[src/rtl/fetch_sequencer.sv]
// Instruction fetch: owns the PC, captures the memory word into IF/ID, and stops past the image end.
// One-edge fetch latency; a stall holds PC, IF/ID and the count, but an EX-stage branch overrides the stall.
module fetch_sequencer #(
  parameter int unsigned       ADDR_W    = 64,
  parameter logic [ADDR_W-1:0] RESET_PC  = '0,
  parameter int unsigned       MEM_BYTES = 132,
  parameter logic [31:0]       NOP       = 32'h00000013
) (
  input  logic              clk,
  input  logic              reset,
  input  logic              stall,
  input  logic              branch_taken,
  input  logic [ADDR_W-1:0] branch_target,
  output logic [ADDR_W-1:0] inst_addr,
  input  logic [31:0]       instruction,
  output logic [ADDR_W-1:0] ifid_pc,
  output logic [31:0]       ifid_inst,
  output logic              ifid_valid,
  output logic              halted,
  output logic              error,
  output logic [31:0]       fetch_count
);

  typedef enum logic [1:0] {IDLE, RUN, HALT} state_t;

  typedef struct packed {
    logic [ADDR_W-1:0] pc;
    logic [31:0]       inst;
    logic              valid;
  } ifid_t;

  state_t            state_q, state_d;
  logic [ADDR_W-1:0] pc_q, pc_d;
  ifid_t             ifid_q, ifid_d;
  logic              err_q, err_d;
  logic [31:0]       cnt_q, cnt_d;

  // One extra bit so the end-of-image compare cannot wrap near the top of the address space.
  logic [ADDR_W:0] pc_plus4_wide;
  logic            past_end;
  logic            misaligned;

  assign pc_plus4_wide = {1'b0, pc_q} + (ADDR_W+1)'(4);
  assign past_end      = pc_plus4_wide > (ADDR_W+1)'(MEM_BYTES);
  assign misaligned    = branch_target[1:0] != 2'b00;

  always_ff @(posedge clk or negedge reset) begin
    if (!reset) begin
      state_q <= IDLE;
      pc_q    <= RESET_PC;
      ifid_q  <= '{pc: '0, inst: NOP, valid: 1'b0};
      err_q   <= 1'b0;
      cnt_q   <= '0;
    end else begin
      state_q <= state_d;
      pc_q    <= pc_d;
      ifid_q  <= ifid_d;
      err_q   <= err_d;
      cnt_q   <= cnt_d;
    end
  end

  always_comb begin
    state_d = state_q;
    pc_d    = pc_q;
    ifid_d  = ifid_q;
    err_d   = err_q;
    cnt_d   = cnt_q;
    unique case (state_q)
      IDLE: state_d = RUN;
      RUN: begin
        if (branch_taken && misaligned) begin
          err_d        = 1'b1;
          state_d      = HALT;
          ifid_d.valid = 1'b0;
          ifid_d.inst  = NOP;
        end else if (branch_taken) begin
          pc_d         = branch_target;
          ifid_d.valid = 1'b0;
          ifid_d.inst  = NOP;
        end else if (stall) begin
          state_d = RUN;
        end else if (past_end) begin
          state_d      = HALT;
          ifid_d.valid = 1'b0;
          ifid_d.inst  = NOP;
        end else begin
          ifid_d = '{pc: pc_q, inst: instruction, valid: 1'b1};
          pc_d   = pc_plus4_wide[ADDR_W-1:0];
          if (cnt_q != 32'hFFFF_FFFF) cnt_d = cnt_q + 32'd1;
        end
      end
      HALT: begin
        // The instruction bus is never sampled here; out-of-range reads may be X.
        if (branch_taken && misaligned) begin
          err_d = 1'b1;
        end else if (branch_taken) begin
          pc_d    = branch_target;
          state_d = RUN;
        end
      end
      default: state_d = IDLE;
    endcase
  end

  assign inst_addr   = pc_q;
  assign ifid_pc     = ifid_q.pc;
  assign ifid_inst   = ifid_q.inst;
  assign ifid_valid  = ifid_q.valid;
  assign halted      = (state_q == HALT);
  assign error       = err_q;
  assign fetch_count = cnt_q;

endmodule

[config.mk]
export PLATFORM = sky130hd
export DESIGN_NAME = fetch_sequencer
export DESIGN_NICKNAME = d
export VERILOG_FILES = /design/src/rtl/fetch_sequencer.sv
export SDC_FILE = /design/constraint.sdc
export NUM_CORES = 1
export LEC_CHECK = 0
export ABC_AREA = 1
export CORE_MARGIN = 4
export CORE_UTILIZATION = 54
export DETAILED_ROUTE_END_ITERATION = 8
export DONT_BUFFER_PORTS = 1
export PLACE_DENSITY = 0.7
export SETUP_SLACK_MARGIN = 0.02
export SKIP_CTS_REPAIR_TIMING = 1
export SYNTH_ARGS = -nofsm -noshare
export SYNTH_HDL_FRONTEND = slang
export SYNTH_SLANG_ARGS = --single-unit
[constraint.sdc]
create_clock -name clk -period 4.75 [get_ports clk]
set_input_delay 0.95 -clock clk [delete_from_list [all_inputs] [get_ports clk]]
set_output_delay 0.95 -clock clk [all_outputs]
set_load 0.005 [all_outputs]
Yosys cells after proc, flatten, opt, wreduce, memory -nomap -nowiden
Index checks and enable logic that the tools add are counted.

word-level totals
  input port bits = 100
  logic and storage cells = 54
  output and inout port bits = 195
  register bits after elaboration = 196

operators by class
  reductions and logical operators = 11
  bitwise operators = 4
  add/sub/neg operators = 2
  magnitude comparators = 1
  equality and inequality tests = 11
  mux-type cells = 18

operator list
  kind                   number
  $mux 64                6
  $mux 33                4
  $pmux 64 s2            1
  $add 64x3->65 const B  1
  $gt 65x8->1 const B    1
  $add 32x1->32 const B  1
  $ne 32x32->1 const B   1
  $mux 2                 6
  $reduce_and 6->1       2
  $ne 3x3->1 const B     3
  $ne 2x2->1 const B     3
  $pmux 2 s3             1
  $reduce_and 5->1       1
  $ne 4x4->1 const B     1
  $not 1->1              4
  $reduce_and 2->1       2
  $reduce_and 4->1       1
  $reduce_bool 2->1      2
  $ne 3x1->1 const B     1
  $eq 2x1->1 const B     1
  $eq 2x2->1 const B     1
  $logic_not 2->1        1
  $reduce_or 2->1        1
  $logic_and 1x1->1      1

Longest topological paths before layout
Gate-level depths: netlist (run 1).

  depth after elaboration = 7
  mapped depth = 19
  gate-level depth less buffers = 19

Least setup slack after synthesis (run 1)
Ideal clock, no wire load.

  path kind = register to register
  start = register pc_q[2], in the netlist inst_addr[2]
  end = register cnt_q[23], in the netlist fetch_count[23]
  path buffers = 1
  clock period less this slack = 2671 ps
  path slack = 2079 ps
  arrival time = 2553 ps
  setup time = 119 ps
  stages on the path, launching flop included = 20
  data required time = 4631 ps
  path through = dfrtp_1 > ha_1 > nand2_1 > nor2_2 > nand2_1 > nor2_2 > nand2_1 > nand2_1 > nand2_1 > nor2_1 > nand2_1 > nor2_1 > nand2_1 > nor2_1 > nand3_2 > nor2_2 > nand4_1 > clkbuf_1 > nand2_1 > nand2_1

on the way
  word-level cells in the longest chain between the ends = 4

ends and longest elaborated chain
  element                            line  source
  start: declaration                 33    logic [ADDR_W-1:0] pc_q, pc_d;
  start signal: assignment           56    pc_q <= pc_d;
  $add 64x3->65                      43    assign pc_plus4_wide = {1'b0, pc_q} + (ADDR_W+1)'(4);
  $gt 65x8->1                        44    assign past_end = pc_plus4_wide > (ADDR_W+1)'(MEM_BYTES);
  $not 1->1 (no source line)         -
  $reduce_and 6->1 (no source line)  -
  end signal: assignment             59    cnt_q <= cnt_d;
  end: declaration                   36    logic [31:0] cnt_q, cnt_d;

No other way between the ends.
A chain may end at the register's enable or synchronous reset.

Final worst setup path (run 1)
  start = register pc_q[2], in the netlist inst_addr[2]
  end = register pc_q[56], in the netlist inst_addr[56]

on the way
  word-level cells in the longest chain between the ends = 6
  elaborated cells between the ends (all ways) = 9
  classes of those cells = add/sub (1); order compare (1); eq/ne (1); mux (5); reduce/logical (1)

ends and longest elaborated chain
  element                                              line
  $add 64x3->65 (*)                                    43
  branches (longest 5 deep; another with $gt 65x8->1)  -

Every way passes the cells marked *. The select of a mux whose other input is x is not followed.

==> results.md, run 1 <==
- Status: finished clean
- Share of synthesized registers carrying an async set or reset: 1.000
- First-pass GRT wire length: 56570 um
- Clk buf depth: 2
- Total power: between 0.005 and 0.006 W
- Leading area contributor after synthesis: dfrtp_1
- Post-synthesis adder-cell area fraction: 0.007679
- Num ports: approximately 300
- TritonCTS Buffers: 17
- Layout Nets: 1743
- Non-Filler Instances: between 1500 and 2000
- Largest family of logic cells by synthesized area: simple AND/OR/NAND/NOR gates
- Drt drc: 0
- # diodes: 0
- Synth Area per Inst: 6.838 um^2
- Post-synth cell types: 37
- Area occupied by registers: 0.004908 mm^2
- Core Box Area: 0.02049 mm^2
- Post-DR vias/cell: 5.570
- DRT iter0 DRCs: just over 800
- Setup tns final: 0 ns
- Worst-Margin Slew: about 1.1 ns
- Cell-internal power: between 0.003 and 0.004 W
- Commonest non-fill, non-tap cell in the layout: nand2_1
- Die Area: between 0.02 and 0.025 mm^2
- GP Congestion: between 0.9 and 1
- Max_slew headroom: 0.2878
- Max Clk Rate: 259.5 MHz
- Cell count after synthesis: ~1700
- Initial Util: 0.5565
- First-pass DRT Iterations: 5
- Final-report hold violation count: 0
- Unrepaired setup endpoints after global routing: no
- Syn_nets: 1775
- CTS sink count: just under 200
- Area share of the largest cell type after synthesis: 0.4234
- Drt wl/cell: approximately 19 um
- Psw: approximately 0.0027 W
- Multi-input combinational cell area: approximately 0.0056 mm^2
- Clock transition at the registers of the reported paths: roughly 0.08 ns
- Pwr Density: between 400 and 500 mW/mm^2
- Lkg Pwr: 6.165 nW
- Req. time, crit path: approximately 5.1 ns
- Count of final setup violators: 0
- Main synth FF type: dfrtp_1
- # placed instances: approximately 1900
- Max IR drop VDD: 0.0003398 V
- Register bit total from synthesis: a little under 200
- Site Rows: 52
- Sequential fraction of design power: 0.415
- Clk pwr share: 0.254
- Critical path type: register to register
- Type of the most critical hold path: input pin to asynchronous set/reset pin
- Switching Share: 0.4520
- Synth Area in Compound Gates: 0.05386
- DP Area: 0.01163 mm^2
- Max Cap Violations: 0
- Area growth syn-to-layout: 7.426%
- Period minus WS final: ~3.9 ns
- Share of layout cells above drive strength 1: 0.04306
- Vias in the first global route: between 10000 and 15000
- Die Width: 153.3 um
- Dpl hpwl: ~27000 um
- Largest net degree at the start of global routing: 197
- Final instance area: approximately 0.012 mm^2
- Critical path peak fanout: 62
- Routed via count: about 11000
- DRT Wirelength: ~36000 um
- Post-route ant nets: 0
- Combinational power share: 0.331
- CP Capture Type: register
- All-Layer GR Usage: 0.3002
- H-tree level count: 4
- Post-synthesis sequential area ratio: 0.4303
- Worst-Skew Late Latency: roughly 0.44 ns
- Buffers on Ports: 0
- Crit start category: register
- FF-to-FF setup slack: approximately 0.9 ns
- Fin Clk Skew: between 0.01 and 0.015 ns
- Arrival @ worst endpoint: 4.22 ns
- EDFF count, synth: 0
- Mux cell area share after synthesis: 0
- Most frequent cells in the layout: nand2_1 (627), dfrtp_1 (193), nor2_1 (190)
- Initial antenna violation count: 0
- Fill cell count: just under 2000
- DIE HEIGHT: roughly 150 um
- TritonCTS clock tree: done
- Warnings from Yosys: 0
- Global route total overflow: 0
- Slew Limit Fails: 0
- XOR/XNOR share of the synthesized area: 0.03763
- Top cells by area, synth: dfrtp_1 (42%), nand2_1 (21%), nor2_1 (6.3%), inv_1 (6.1%), nand3_1 (5.3%)
- Util after Layout: 0.5979
- Clock Tree Root: clkbuf_16
- Mapped cell area: between 0.01 and 0.015 mm^2
- Tcrit/Tclk final: 0.8112
- Simple-Gate Fraction of Synth Area: 0.3859
==> synthesized netlist by cell type (2+ instances only) <==
cell and number:
inv_2 2, a31oi_1 19, dfstp_2 3, or2_2 2
clkbuf_1 39, xnor2_1 13, dfrtp_1 193, nand2_1 627
o21ai_1 18, nand2_2 2, nor2_2 9, nand3_2 2
xor2_1 36, o22ai_1 3, a21oi_1 5, inv_1 184
nand4_1 53, nor4_1 9, o21bai_1 5, buf_2 21
o21ai_0 58, nor2_1 192, nand3b_1 12, nor3_1 21
and2_1 2, nand3_1 121, ha_1 7
==> layer usage <==
metal | part of all wire | vias up | GRT usage
li1 | - | 5191 | -
met1 | 0.41 | 5023 | 0.3855
met2 | 0.49 | 409 | 0.5092
met3 | 0.071 | 66 | 0.06333
met4 | 0.027 | 0 | 0.09882
met5 | 0 | - | 0
==> final timing paths <==
path,startpoint,endpoint,cells past startpoint
setup reg to reg,inst_addr[2],inst_addr[56],16
min in group clk,ifid_pc[28],ifid_pc[28],2
setup / recovery,inst_addr[2],inst_addr[56],16
hold reg to reg,ifid_pc[28],ifid_pc[28],2
max in group asynchronous,reset,ifid_inst[4],0
hold / removal,reset,fetch_count[8],0
==> per-stage QoR <==
stage / hold slack (ns) / setup WS (ns)
floorplan: 0.4597 / 2.079
global placement: 0.4779 / 1.018
detailed placement: 0.4828 / 0.9651
CTS: 0.1887 / 0.9319
global route: 0.1790 / 0.6223
finish: 0.1994 / 0.8967
==> flip-flops by register name (all words and copies together) (netlist names) <==
name,count
inst_addr,64
error,1
state_q,2
ifid_inst,32
ifid_pc,64
fetch_count,32
ifid_valid,1
==> worst max-delay path, stage by stage, from the launching register on <==
cell and delay (ns):
dfrtp_1 0.54, ha_1 0.27, nand3_1 0.16, nor2_1 0.21
nand2_1 0.16, inv_2 0.14, nand3_1 0.24, o21ai_0 0.24
nand2_1 0.11, nor2_1 0.10, nand2_1 0.07, nor2_1 0.20
nand3_2 0.22, o21ai_4 0.19, buf_4 0.59, nand3_1 0.21
nand2_1 0.12
==> layout make-up <==
class	instances	area share
Multi-Input combinational cell	1223	0.4558
Clock buffer	17	0.03472
Clock inverter	15	0.01624
Tap cell	270	0.02757
Inverter	187	0.05729
Timing Repair Buffer	11	0.007761
Sequential cell	196	0.4006
==> power by group through the flow <==
stage / logic [W] / clock network (W) / registers, W
2_1_floorplan: 0.00151 / 0 / 0.00227
3_3_place_gp: 0.00191 / 0 / 0.00250
4_1_cts: 0.00196 / 0.00153 / 0.00246
5_1_grt: 0.00223 / 0.00160 / 0.00251
3_5_place_dp: 0.00196 / 0 / 0.00249
6_report: 0.00197 / 0.00152 / 0.00248
==> logic make-up (layout without fill, tap and decap cells) <==
group / Yosys count / in the layout
buffers and inverters: 249 / 230
AND/OR/NAND/NOR: 1055 / 1055
flip-flops: 196 / 196
AO/OA/AOI/OAI: 112 / 112
XOR/XNOR: 49 / 49
adder cells (fa/ha/maj): 7 / 7
Power figures use the tool's default switching activity.
==> inputs of run 2 (changes only) <==
- PLACE_DENSITY: 0.7 -> 0.73
- clock period: 4.75 -> 3.2 ns (I/O delays scaled with it)
==> run 2 against run 1 <==
Compared with the run above:
- the run now ends with negative hold slack left
- power rose by 57%
- worst hold slack worse by 0.31 ns
- sequential power up 41%
- flip-flop and latch count unchanged
- register-to-register slack worse by 0.79 ns
- via count up 3.9%
- critical endpoint is now ifid_inst[22]
- largest power group is now combinational logic
- highest routed layer unchanged
==> results.md, run 2 (synthesized netlist as in run 1, its figures left out) <==
- Status: finished, violations left (was finished clean)
- Failing checks: negative hold slack
- Unrepaired setup endpoints after global routing: yes (was no)
- Combinational power share: 0.398 (was 0.331)
- Post-DR vias/cell: 5.567 (was 5.570)
- Slew Limit Fails: 0 (unchanged)
- Reg-to-Reg Start: inst_addr[3] (was inst_addr[2])
- Clock transition at the registers of the reported paths: 0.08 ns (about the same)
- Worst-Skew Late Latency: 0.44 ns (about the same)
- CP Capture Point: ifid_inst[22] (was inst_addr[56])
- Hold slack final: -0.1130 ns (was 0.1994 ns)
- Final-report hold violation count: 193 (was 0)
- Area growth syn-to-layout: 15.59% (was 7.426%)
- GP Congestion: 1.025 (was 0.9622)
- Dpl hpwl: 28090 um (was 26810 um)
- CP Capture Type: register (unchanged)
- Clk buf depth: 2 (unchanged)
- Fill cell count: 1871 (was 1983)
- First-pass DRT Iterations: 5 (unchanged)
- DRT iter0 DRCs: 924 (was 811)
- Die Area: 0.02351 mm^2 (unchanged)
- Post-route ant nets: 0 (unchanged)
- Worst-Margin Slew: 0.7119 ns (was 1.067 ns)
- First-pass GRT wire length: 59170 um (was 56570 um)
- DP Area: 0.01224 mm^2 (was 0.01163 mm^2)
- DRT Wirelength: 37430 um (was 36030 um)
- Clk pwr share: 0.229 (was 0.254)
- Reg2reg end: ifid_inst[22] (was inst_addr[56])
- Total power: 0.009379 W (was 0.005961 W)
- Final instance area: 0.01318 mm^2 (was 0.01225 mm^2)
- Count of final setup violators: 0 (unchanged)
- Lkg Pwr: 6.614 nW (was 6.165 nW)
- Drt drc: 0 (unchanged)
- Core Box Area: 0.02049 mm^2 (unchanged)
- CP Launch Point: inst_addr[3] (was inst_addr[2])
- Share of layout cells above drive strength 1: 0.1235 (was 0.04306)
- Arrival @ worst endpoint: 3.45 ns (was 4.22 ns)
- Crit start category: register (unchanged)
- Switching Share: 0.4389 (was 0.4520)
- CTS sink count: 196 (unchanged)
- All-Layer GR Usage: 0.3120 (was 0.3002)
- Site Rows: 52 (unchanged)
- H-tree level count: 4 (unchanged)
- Routed via count: 11110 (was 10690)
- Max IR drop VDD: 0.0005075 V (was 0.0003398 V)
- Tcrit/Tclk final: 0.9677 (was 0.8112)
- Max Clk Rate: 322.9 MHz (was 259.5 MHz)
- Type of the most critical hold path: input pin to asynchronous set/reset pin (unchanged)
- R2R depth: 17 (was 16)
- Max Cap Violations: 0 (unchanged)
- Max_slew headroom: 0.5254 (was 0.2878)
- Pwr Density: 711.4 mW/mm^2 (was 486.5 mW/mm^2)
- Period minus WS final: 3.097 ns (was 3.853 ns)
- Fin Clk Skew: 0.01142 ns (was 0.01260 ns)
- Cell-internal power: 0.005262 W (was 0.003267 W)
- Num ports: 295 (unchanged)
- DIE HEIGHT: 153.3 um (unchanged)
- Buffers on Ports: 0 (unchanged)
- Critical path type: register to register (unchanged)
- Sequential fraction of design power: 0.373 (was 0.415)
- Global route total overflow: 0 (unchanged)
- Largest net degree at the start of global routing: 197 (unchanged)
- TritonCTS clock tree: done (unchanged)
- TritonCTS Buffers: 17 (unchanged)
- Die Width: 153.3 um (unchanged)
- Req. time, crit path: 3.55 ns (was 5.12 ns)
- Psw: 0.004117 W (was 0.002694 W)
- Most frequent cells in the layout: nand2_1 (612), inv_1 (181), dfrtp_1 (179) (was nand2_1 (627), dfrtp_1 (193), nor2_1 (190))
- Drt wl/cell: 18.76 um (was 18.78 um)
- Vias in the first global route: 10840 (was 10160)
- Clock Tree Root: clkbuf_16 (unchanged)
- Critical path peak fanout: 7 (was 62)
- # diodes: 0 (unchanged)
- FF-to-FF setup slack: 0.10 ns (was 0.90 ns)
- Initial antenna violation count: 0 (unchanged)
- Initial Util: 0.5565 (unchanged)
- Layout Nets: 1820 (was 1743)
- Commonest non-fill, non-tap cell in the layout: nand2_1 (unchanged)
[run 2: worst min-delay path by stage]
stage                      to  startpoint  slack (ns)  depth (start not counted)
2_1_floorplan           error       reset        0.34                          0
3_3_place_gp   fetch_count[8]       reset        0.35                          0
3_5_place_dp   fetch_count[8]       reset        0.35                          0
4_1_cts        fetch_count[5]       reset       -0.12                          0
5_1_grt        fetch_count[5]       reset       -0.13                          0
6_report       fetch_count[8]       reset       -0.11                          0
[run 2: layout make-up]
| cell class | count | area [um^2] | area share |
|---|---|---|---|
| clock inverter | 14 | 158.9 | 0.01205 |
| inverter | 187 | 701.9 | 0.05324 |
| timing repair buffer | 88 | 818.3 | 0.06207 |
| multi-input combinational | 1223 | 5816 | 0.4411 |
| sequential | 196 | 4926 | 0.3736 |
| tap | 270 | 337.8 | 0.02562 |
| clock buffer | 17 | 425.4 | 0.03227 |
[run 2: through the flow]
step / setup WS [ns] / std cells / setup TNS, ns / utilization / hold slack, ns
2_1_floorplan: 0.5287 / 1668 / 0 / - / 0.3444
3_3_place_gp: -0.01501 / 1957 / -0.4641 / 0.5973 / 0.3488
3_5_place_dp: -0.01622 / 1957 / -0.03597 / 0.5973 / 0.3489
4_1_cts: -0.05299 / 1988 / -0.9194 / 0.6258 / -0.1183
5_1_grt: -0.02403 / 1995 / -0.2423 / 0.6433 / -0.1331
6_report: 0.1033 / 1995 / 0 / 0.6433 / -0.1130
[run 2: power by group through the flow]
stage                     clock network, W  logic (W)  registers, W
final                              0.00214    0.00373       0.00350
after global routing               0.00228    0.00418       0.00356
after CTS                          0.00217    0.00360       0.00345
after detailed placement                 0    0.00358       0.00350
after global placement                   0    0.00351       0.00350
after floorplan                          0    0.00224       0.00337
[run 2: metal layers]
layer	track usage	vias up	routed length, um
met3	0.07323	78	3212
li1	-	5341	-
met4	0.09462	0	989
met2	0.5298	494	18540
met1	0.3989	5194	14680
met5	0	-	0
[run 2: critical path, stage by stage, from the launching register on]
cell       delay (ns)
dfrtp_1          0.41
buf_6            0.16
nand2_4          0.06
nor2_4           0.15
nand2_4          0.09
nor2_1           0.17
nand2_1          0.10
nor2_1           0.21
xor2_1           0.19
or2_2            0.31
nor2_1           0.18
nand2_2          0.13
buf_4            0.17
nor3_4           0.23
buf_6            0.16
clkbuf_16        0.14
nand3_1          0.06
o21ai_1          0.11
